--- src/rtl/video_timing_pkg.sv ---
// Shared definitions for the video timing generator.
// - Field indices used to unpack the 4-field h/v timing buses and the
//   {start, end} geometry pairs.
// - Half-open range compare used by the flash-field hit logic.
package video_timing_pkg;

  // Field positions inside {sync, back_porch, active, front_porch}, index 0 in the LSBs.
  localparam int unsigned FldFp     = 0;
  localparam int unsigned FldActive = 1;
  localparam int unsigned FldBp     = 2;
  localparam int unsigned FldSync   = 3;

  // Field positions inside a {start, end} geometry pair.
  localparam int unsigned GeoEnd   = 0;
  localparam int unsigned GeoStart = 1;

  // True when lo <= v < hi; lo >= hi yields an empty range.
  function automatic logic in_range(input logic [31:0] v, input logic [31:0] lo,
                                    input logic [31:0] hi);
    return (v >= lo) && (v < hi);
  endfunction

endpackage

--- src/rtl/delayline.sv ---
// Fixed-length register delay line with asynchronous active-high clear.
// Ports:
//   clk_i  - clock
//   rst_i  - asynchronous active-high reset, clears every stage
//   d_i    - data in
//   q_o    - data in delayed by CYCLES clocks
// CYCLES must be at least 1; callers bypass the instance for zero delay.
module delayline #(
  parameter int unsigned CYCLES = 1,
  parameter int unsigned WIDTH  = 1
) (
  input  logic             clk_i,
  input  logic             rst_i,
  input  logic [WIDTH-1:0] d_i,
  output logic [WIDTH-1:0] q_o
);

  logic [WIDTH-1:0] stage_q [CYCLES];

  always_ff @(posedge clk_i or posedge rst_i) begin
    if (rst_i) begin
      for (int i = 0; i < CYCLES; i++) begin
        stage_q[i] <= '0;
      end
    end else begin
      stage_q[0] <= d_i;
      for (int i = 1; i < CYCLES; i++) begin
        stage_q[i] <= stage_q[i-1];
      end
    end
  end

  assign q_o = stage_q[CYCLES-1];

endmodule

--- src/rtl/video_timing_gen.sv ---
// Runtime-reconfigurable raster timing generator.
// Produces sync/DE, visible-area coordinates and a flashing field mask, all
// aligned to PIPE_DELAY+1 clocks after the raster counters.
// Ports:
//   clock, reset         - pixel clock, asynchronous active-high reset
//   h_timing, v_timing   - {sync, back_porch, active, front_porch}, MSB first
//   sync_pol             - {h_pol, v_pol}, asserted sync level
//   field_x              - {x_start, x_end}, shared by all fields, end exclusive
//   field_y              - {y_start, y_end} per field, field 0 in the LSBs
//   frame_period         - frames per flash half-period, 0 disables flashing (live)
//   mode_load            - pulse: capture timing/geometry into the shadow set
//   hsync, vsync, de     - raster outputs
//   visible_x, visible_y - coordinates relative to the active origin
//   field_hit            - per-field hit, qualified by de and flash_on
//   flash_on             - current flash state
//   starttrigger         - first active pixel of a frame where flash_on rises
//   frame_start          - first active pixel of every frame
module video_timing_gen
  import video_timing_pkg::*;
#(
  parameter int unsigned W          = 12,
  parameter int unsigned PIPE_DELAY = 2,
  parameter int unsigned NUM_FIELDS = 3,
  parameter int unsigned FP_W       = 8
) (
  input  logic                      clock,
  input  logic                      reset,
  input  logic [4*W-1:0]            h_timing,
  input  logic [4*W-1:0]            v_timing,
  input  logic [1:0]                sync_pol,
  input  logic [2*W-1:0]            field_x,
  input  logic [2*W*NUM_FIELDS-1:0] field_y,
  input  logic [FP_W-1:0]           frame_period,
  input  logic                      mode_load,
  output logic                      hsync,
  output logic                      vsync,
  output logic                      de,
  output logic [W-1:0]              visible_x,
  output logic [W-1:0]              visible_y,
  output logic [NUM_FIELDS-1:0]     field_hit,
  output logic                      flash_on,
  output logic                      starttrigger,
  output logic                      frame_start
);

  // Totals and counters carry two extra bits so a sum of four W-bit fields never truncates.
  localparam int unsigned TW   = W + 2;
  localparam int unsigned FyW  = 2 * W * NUM_FIELDS;
  localparam int unsigned CfgW = 8 * W + 2 + 2 * W + FyW;
  localparam int unsigned DlW  = 5 + 2 * W + NUM_FIELDS + 1;

  // Configuration: shadow captures on mode_load, active is what the raster runs on.
  logic [CfgW-1:0] cfg_in;
  logic [CfgW-1:0] shadow_q, shadow_d;
  logic [CfgW-1:0] active_q, active_d;
  logic            pending_q, pending_d;
  // First cycle after reset release loads the inputs straight into the active set.
  logic            init_q;

  logic [TW-1:0]   cx_q, cx_d;
  logic [TW-1:0]   cy_q, cy_d;
  logic [FP_W-1:0] fc_q, fc_d;
  logic            flash_q, flash_d;

  assign cfg_in = {h_timing, v_timing, sync_pol, field_x, field_y};

  logic [4*W-1:0] h_act, v_act;
  logic [1:0]     pol_act;
  logic [2*W-1:0] fx_act;
  logic [FyW-1:0] fy_act;

  assign {h_act, v_act, pol_act, fx_act, fy_act} = active_q;

  // Timing boundaries derived from the active set.
  logic [TW-1:0] h_sync_w, h_start, h_end, h_total;
  logic [TW-1:0] v_sync_w, v_start, v_end, v_total;

  always_comb begin
    h_sync_w = TW'(h_act[FldSync*W +: W]);
    h_start  = h_sync_w + TW'(h_act[FldBp*W +: W]);
    h_end    = h_start + TW'(h_act[FldActive*W +: W]);
    h_total  = h_end + TW'(h_act[FldFp*W +: W]);
    v_sync_w = TW'(v_act[FldSync*W +: W]);
    v_start  = v_sync_w + TW'(v_act[FldBp*W +: W]);
    v_end    = v_start + TW'(v_act[FldActive*W +: W]);
    v_total  = v_end + TW'(v_act[FldFp*W +: W]);
  end

  logic line_end, frame_end;

  assign line_end  = (cx_q == h_total - 1'b1);
  assign frame_end = line_end && (cy_q == v_total - 1'b1);

  // Counters and configuration transfer.
  always_comb begin
    shadow_d  = shadow_q;
    active_d  = active_q;
    pending_d = pending_q;
    cx_d      = cx_q;
    cy_d      = cy_q;
    if (init_q) begin
      shadow_d  = cfg_in;
      active_d  = cfg_in;
      pending_d = 1'b0;
    end else begin
      if (mode_load) begin
        shadow_d  = cfg_in;
        pending_d = 1'b1;
      end
      if (line_end) begin
        cx_d = '0;
        cy_d = frame_end ? '0 : cy_q + 1'b1;
        // A load landing on the boundary itself refreshes the shadow and waits a frame.
        if (frame_end && pending_q && !mode_load) begin
          active_d  = shadow_q;
          pending_d = 1'b0;
        end
      end else begin
        cx_d = cx_q + 1'b1;
      end
    end
  end

  // Raster decode of the current counter position.
  logic          hs_c, vs_c, x_in, y_in, de_c, first_pix;
  logic [W-1:0]  vis_x_c, vis_y_c;

  always_comb begin
    hs_c      = (cx_q < h_sync_w) ? pol_act[1] : ~pol_act[1];
    vs_c      = (cy_q < v_sync_w) ? pol_act[0] : ~pol_act[0];
    x_in      = (cx_q >= h_start) && (cx_q < h_end);
    y_in      = (cy_q >= v_start) && (cy_q < v_end);
    de_c      = x_in && y_in;
    first_pix = de_c && (cx_q == h_start) && (cy_q == v_start);
    vis_x_c   = W'(cx_q - h_start);
    vis_y_c   = W'(cy_q - v_start);
  end

  // Flash state advances at the first active pixel; the updated value covers that whole frame.
  logic trig_c;

  always_comb begin
    fc_d    = fc_q;
    flash_d = flash_q;
    trig_c  = 1'b0;
    if (frame_period == '0) begin
      fc_d    = '0;
      flash_d = 1'b0;
    end else if (first_pix && !init_q) begin
      // >= also recovers when the period shrinks below the running count.
      if (fc_q >= frame_period - 1'b1) begin
        fc_d    = '0;
        flash_d = ~flash_q;
        trig_c  = ~flash_q;
      end else begin
        fc_d = fc_q + 1'b1;
      end
    end
  end

  logic [W-1:0]          x_lo, x_hi;
  logic [NUM_FIELDS-1:0] fh_c;

  assign x_lo = fx_act[GeoStart*W +: W];
  assign x_hi = fx_act[GeoEnd*W +: W];

  always_comb begin
    fh_c = '0;
    for (int k = 0; k < NUM_FIELDS; k++) begin
      fh_c[k] = de_c & flash_d
              & in_range(32'(vis_x_c), 32'(x_lo), 32'(x_hi))
              & in_range(32'(vis_y_c), 32'(fy_act[2*W*k + GeoStart*W +: W]),
                         32'(fy_act[2*W*k + GeoEnd*W +: W]));
    end
  end

  // Stage 0 output register; held at zero while the active set is being loaded.
  logic [DlW-1:0] s0_d, s0_q, pipe_out;

  always_comb begin
    s0_d = '0;
    if (!init_q) begin
      s0_d = {hs_c, vs_c, de_c, trig_c, first_pix, vis_x_c, vis_y_c, fh_c, flash_d};
    end
  end

  always_ff @(posedge clock or posedge reset) begin
    if (reset) begin
      init_q    <= 1'b1;
      pending_q <= 1'b1;
      shadow_q  <= '0;
      active_q  <= '0;
      cx_q      <= '0;
      cy_q      <= '0;
      fc_q      <= '0;
      flash_q   <= 1'b0;
      s0_q      <= '0;
    end else begin
      init_q    <= 1'b0;
      pending_q <= pending_d;
      shadow_q  <= shadow_d;
      active_q  <= active_d;
      cx_q      <= cx_d;
      cy_q      <= cy_d;
      fc_q      <= fc_d;
      flash_q   <= flash_d;
      s0_q      <= s0_d;
    end
  end

  if (PIPE_DELAY == 0) begin : g_bypass
    assign pipe_out = s0_q;
  end else begin : g_delay
    delayline #(
      .CYCLES(PIPE_DELAY),
      .WIDTH (DlW)
    ) u_delayline (
      .clk_i(clock),
      .rst_i(reset),
      .d_i  (s0_q),
      .q_o  (pipe_out)
    );
  end

  assign {hsync, vsync, de, starttrigger, frame_start,
          visible_x, visible_y, field_hit, flash_on} = pipe_out;

endmodule

--- config.mk ---
export PLATFORM = sky130hd
export DESIGN_NAME = video_timing_gen
export DESIGN_NICKNAME = d
export VERILOG_FILES = /design/src/rtl/video_timing_pkg.sv /design/src/rtl/delayline.sv /design/src/rtl/video_timing_gen.sv
export SDC_FILE = /design/constraint.sdc
export NUM_CORES = 1
export LEC_CHECK = 0
export BUFFER_PORTS_ARGS = -buffer_cell sky130_fd_sc_hd__buf_2
export CORE_UTILIZATION = 45
export DETAILED_ROUTE_END_ITERATION = 8
export GPL_ROUTABILITY_DRIVEN = 0
export PLACE_DENSITY = 0.75
export SYNTH_ARGS = -nofsm -noshare
export SYNTH_HDL_FRONTEND = slang
export SYNTH_HIERARCHICAL = 1
export SYNTH_SLANG_ARGS = --single-unit
--- constraint.sdc ---
create_clock -name clock -period 20.7 [get_ports clock]
set_input_delay 3.105 -clock clock [delete_from_list [all_inputs] [get_ports clock]]
set_output_delay 3.105 -clock clock [all_outputs]
set_load 0.02 [all_outputs]
==> impl_metrics.tcl, run 1 <==
set metrics [dict create \
    status "finished clean" \
    netlist_area_um2 30500 \
    syn_avg_cell_area_um2 11.6 \
    start_util 0.454 \
    p_leak_uw 0.0162 \
    finalNetCount 3310 \
    fp.dieH_um 262 \
    dp.cells 3648 \
    rsz0062_at_grt "no" \
    wirelength_um 70100 \
    dr.pass1.iters 6 \
    overflow 0 \
    vias 20300 \
    synthCells 2632 \
    p_per_area_nw_per_um2 121 \
    slowest_stage "nand4b_4" \
    dpl_cell_area_um2 32300 \
    synthArstFlopShare 1.00 \
    dp.final_hpwl_um 50000 \
    worst_ep_required_time_ps 21180 \
    grt_pass1_wl_um 111000 \
    die-area_um2 68900 \
    yosys.area.top_type "dfrtp_1" \
    drc_errors 0 \
    skew_ps 35.0 \
    drt_iter0_markers 1095 \
    core_area_um2 67200 \
    clockBufferDepth 3 \
    cts_tree "yes" \
    hold_class "reg2reg" \
    tightest_slew_ps 1210 \
    hold_viol 0 \
    cp-start-kind "flip-flop" \
    wl_per_cell_um 18.6 \
    syn2layout_area_growth_pct 12.5 \
    yosysSeqAreaShare 0.431 \
    dieWidth_um 262 \
    synth_warnings 6 \
    critical_path_class "reg2reg" \
    worst_ep_arrival_time_ps 8670 \
    synth.top_cell.area_share 0.430 \
    clock_sinks 526 \
    post-route-period-util 0.395 \
    worstPathMaxFanout 168 \
    post_cts_buffers 0 \
    end_kind "flip-flop" \
    gr-usage-all-layers 0.203 \
    cap_violations 0 \
    cts_root_buffer "clkbuf_16" \
    cts.hold.buffers_added 0 \
    total_power_uw 4160 \
    design_area_um2 34300 \
    final.setup.tns_ps 0 \
    grt_pass1_vias 20300 \
    grt_max_degree 169 \
    ios 238 \
    syn_nets 3108 \
    synth.distinct_cells 80 \
    final_cells 3765 \
    row_count 95 \
    ys_ff_latch 526 \
    fmax_ghz 0.122 \
    cpMostUsedCell "ha_1" \
    route.antenna.remaining_nets 0 \
    insertion_delay_ps 620 \
    drive_above_1_share 0.282 \
    fin_crit_ps 8190 \
    synthTopCellsByArea "dfrtp_1 (43%), mux2_2 (16%), ha_1 (11%)" \
    relSlewSlack 0.195 \
    synth_ff_type "dfrtp_1" \
    slew_violations 0 \
    slowest_delay_ps 560 \
    cts_max_level 2 \
    setup_violations 0 \
    synth-edff-count 0 \
    io_buffers 237 \
    irDropWorstVdd_v 0.0000813 \
    cts.clk_slew.worst_paths_ps 60 \
    antenna_found_initial 14 \
    avgViaCountPerCell 5.40 \
    cts_buffers 57 \
    cts_resized 0 \
]
-- flip-flops by register name (all words and copies together) (netlist names) --
signal / cells
active_q: 194
shadow_q: 194
g_delay.u_delayline/q_o: 33
g_delay.u_delayline/stage_q: 33
s0_q: 33
cx_q: 14
cy_q: 14
fc_q: 8
flash_q: 1
init_q: 1
pending_q: 1
-- metrics by stage --
step | setup slack, ps | utilization | hold slack [ps]
5_1_grt | 12090 | 0.511 | 352
3_5_place_dp | 12800 | 0.481 | 335
3_3_place_gp | 12810 | 0.481 | 331
4_1_cts | 12800 | 0.511 | 348
2_1_floorplan | 4770 | - | 331
6_report | 12510 | 0.511 | 346
-- routing by layer --
| layer | GRT usage | vias up | routed length [um] |
|---|---|---|---|
| met4 | 0.0674 | 4 | 1810 |
| met2 | 0.333 | 410 | 33500 |
| met5 | 0 | - | 18 |
| met3 | 0.0336 | 117 | 3130 |
| li1 | - | 9722 | - |
| met1 | 0.273 | 10100 | 31600 |
-- cells by family (layout without fill, tap and decap cells) --
kind of cell,Yosys count,after routing,share of synthesized area
AO/OA/AOI/OAI,379,379,0.0817
XOR/XNOR,126,126,0.0373
adder cells (fa/ha/maj),272,272,0.113
buffers and inverters,341,589,0.0507
flip-flops,526,526,0.431
multiplexers,585,585,0.216
other,1,13,0.000123
AND/OR/NAND/NOR,402,402,0.0697
-- synth_stat cells, types with 18 or more instances --
master    number
nand4_1       19
dfrtp_1      524
nand2_1       65
nand3_1       26
nor2_1        96
xor2_1        48
nor2b_1       48
buf_4         33
o21ai_0       83
a21o_1        62
xnor2_1       75
mux2_2       423
o21a_1        28
clkbuf_1      58
nand2b_1      29
a21oi_1       95
mux2_1       160
inv_1        226
nor3_1        37
ha_1         263
buf_6         18
-- power by group --
group,internal (uW),switching [uW],total [uW],leakage (uW)
clock,642,425,1070,0.000970
combinational,828,1040,1870,0.00891
sequential,1150,80.5,1230,0.00633
total,2620,1540,4160,0.0162
-- critical path: cells and delay by family, from the launching register on --
family	cells	cell delay (ps)
AO/OA/AOI/OAI	8	1710
AND/OR/NAND/NOR	6	1510
multiplexers	2	830
adder cells (fa/ha/maj)	5	1530
flip-flops	1	420
XOR/XNOR	3	1100
buffers and inverters	3	620
-- worst paths after layout --
| check | startpoint | end | slack (ps) | depth (start not counted) |
|---|---|---|---|---|
| min | s0_q[31]$_DFF_PP0_ | g_delay.u_delayline/stage_q[64]$_DFF_PP0_ | 350 | 0 |
| max reg2reg | active_q[182]$_DFFE_PP0P_ | active_q[90]$_DFFE_PP0P_ | 12510 | 27 |
| min in group asynchronous | reset | shadow_q[65]$_DFFE_PP0P_ | 2660 | 2 |
| max in group asynchronous | reset | shadow_q[168]$_DFFE_PP0P_ | 15790 | 4 |
| min reg2reg | s0_q[31]$_DFF_PP0_ | g_delay.u_delayline/stage_q[64]$_DFF_PP0_ | 350 | 0 |
| max | active_q[182]$_DFFE_PP0P_ | active_q[90]$_DFFE_PP0P_ | 12510 | 27 |
-- final cells by class --
type	count	area, um2
diodes	12	30.0
multi-input cells	1765	15800
well taps	873	1090
clock inverters	23	300
fillers	5828	32800
clock buffers	82	1690
flip-flops and latches	526	13200
inverters	226	856
repair buffers	258	1370
-- cells in the final DEF (no fill, tap or decap), drive strengths merged, types with 62 or more instances in the layout --
master	synthesis	routed
xnor2	76	76
a21oi	95	95
nand2	65	65
inv	226	230
clkbuf	58	82
o21ai	87	87
nor2	96	96
buf	57	258
mux2	583	583
a21o	62	62
dfrtp	524	524
ha	263	263
(Power assumes the default switching activity.)
==> run 2, diff against run 1 <==
==> constraint.sdc (replaced) <==
create_clock -name clock -period 8.2 [get_ports clock]
set_input_delay 1.23 -clock clock [delete_from_list [all_inputs] [get_ports clock]]
set_output_delay 1.23 -clock clock [all_outputs]
set_load 0.02 [all_outputs]
==> impl_metrics.tcl, run 2 (synthesis results as in run 1) <==
set metrics [dict create \
    hold_ws_ps 336 \
    dp.final_hpwl_um 49900 \
    dpl_cell_area_um2 32300 \
    grt_pass1_wl_um 112000 \
    worst_ep_required_time_ps 8690 \
    die-area_um2 68900 \
    hold_class "reg2reg" \
    layout_commonest_cell "dfrtp_1" \
    fin_crit_ps 7280 \
    slowest_delay_ps 470 \
    critical_path_class "reg2reg" \
    end_kind "flip-flop" \
    start_util 0.454 \
    rsz0062_at_grt "no" \
    total_power_uw 10500 \
    cts.hold.buffers_added 0 \
    cap_violations 0 \
    cts_resized 0 \
    cts_buffers 57 \
    p_leak_uw 0.0162 \
    dr.pass1.iters 6 \
    worstPathMaxFanout 43 \
    cts_max_level 2 \
    cts_tree "yes" \
    io_buffers 237 \
    gr-usage-all-layers 0.204 \
    relSlewSlack 0.170 \
    final.setup.tns_ps 0 \
    finalNetCount 3308 \
    p_per_area_nw_per_um2 305 \
    design_area_um2 34300 \
    overflow 0 \
    core_area_um2 67200 \
    setup_violations 0 \
    wl_per_cell_um 18.6 \
    cp-start-kind "flip-flop" \
    irDropWorstVdd_v 0.000249 \
    tightest_slew_ps 1240 \
    clockBufferDepth 3 \
    skew_ps 15.7 \
    drc_errors 0 \
    fmax_ghz 0.137 \
    cts.clk_slew.worst_paths_ps 60 \
    slowest_stage "xor3_1" \
    slew_violations 0 \
    wirelength_um 70100 \
    route.antenna.remaining_nets 0 \
    drt_iter0_markers 1355 \
    syn2layout_area_growth_pct 12.4 \
    vias 20200 \
    grt_pass1_vias 20500 \
    clock_sinks 526 \
    cts_root_buffer "clkbuf_16" \
    post-route-period-util 0.888 \
    dieWidth_um 262 \
    insertion_delay_ps 620 \
    hold_viol 0 \
    ios 238 \
    drive_above_1_share 0.279 \
    reg.largest.list "active_q (194), shadow_q (194)" \
    row_count 95 \
    utilization 0.511 \
    status "finished clean" \
    fp.dieH_um 262 \
    worst_ep_arrival_time_ps 7770 \
    grt_max_degree 179 \
    avgViaCountPerCell 5.37 \
    antenna_found_initial 15 \
    post_cts_buffers 0 \
    final_cell_mix "dfrtp_1 (524), mux2_2 (423), ha_1 (263)" \
]
## run 2: changes by cell type in the layout (fill, tap and decap cells not counted), sizes merged
cell / before / now
inv: 230 / 227
buf: 258 / 256
clkinv: 8 / 10
diode: 12 / 10
clkinvlp: 5 / 4
## run 2: stage by stage
stage          setup WS, ps  instances
6_report                921       3759
3_3_place_gp           1120       3646
3_5_place_dp            956       3646
2_1_floorplan           747       2632
4_1_cts                 930       3749
5_1_grt                 359       3758
## run 2: path summary, 6_finish.rpt
path | from | end | slack (ps) | cells past startpoint
max in group asynchronous | reset | active_q[148]$_DFFE_PP0P_ | 5820 | 4
max | active_q[171]$_DFFE_PP0P_ | active_q[123]$_DFFE_PP0P_ | 920 | 30
min reg2reg | g_delay.u_delayline/stage_q[34]$_DFF_PP0_ | g_delay.u_delayline/q_o[1]$_DFF_PP0_ | 340 | 0
min in group asynchronous | reset | active_q[52]$_DFFE_PP0P_ | 730 | 3
max reg2reg | active_q[171]$_DFFE_PP0P_ | active_q[123]$_DFFE_PP0P_ | 920 | 30
min | g_delay.u_delayline/stage_q[34]$_DFF_PP0_ | g_delay.u_delayline/q_o[1]$_DFF_PP0_ | 340 | 0
## run 2: worst max-delay path, delay by kind of cell (launching register included)
kind,cells,cell delay [ps]
xor gates and xnor gates,4,910
adders and majority gates,3,990
and+or+nand+nor,6,970
DFF,1,400
muxes,2,660
buffers and inverters,2,720
AOI/OAI and AO/OA,13,2440
## run 2: cell type report
class	count	area, um2
Sequential cell	526	13200
Clock buffer	82	1640
Clock inverter	21	300
Fill cell	5806	32900
Timing Repair Buffer	256	1390
Inverter	226	852
Tap cell	873	1090
Multi-Input combinational cell	1765	15800
Antenna cell	10	25.0
## run 2: metal layers
metal,global-route usage,routed length [um],vias to the layer above
met3,0.0267,2950,123
met5,0,23,-
met4,0.0628,1750,4
met2,0.340,33500,440
met1,0.275,31800,9893
li1,-,-,9722
## run 2: where the power goes
| group | leakage, uW | internal (uW) | total [uW] | switching [uW] |
|---|---|---|---|---|
| clock | 0.000944 | 1580 | 2640 | 1060 |
| sequential | 0.00633 | 2900 | 3100 | 196 |
| combinational | 0.00891 | 2090 | 4720 | 2630 |
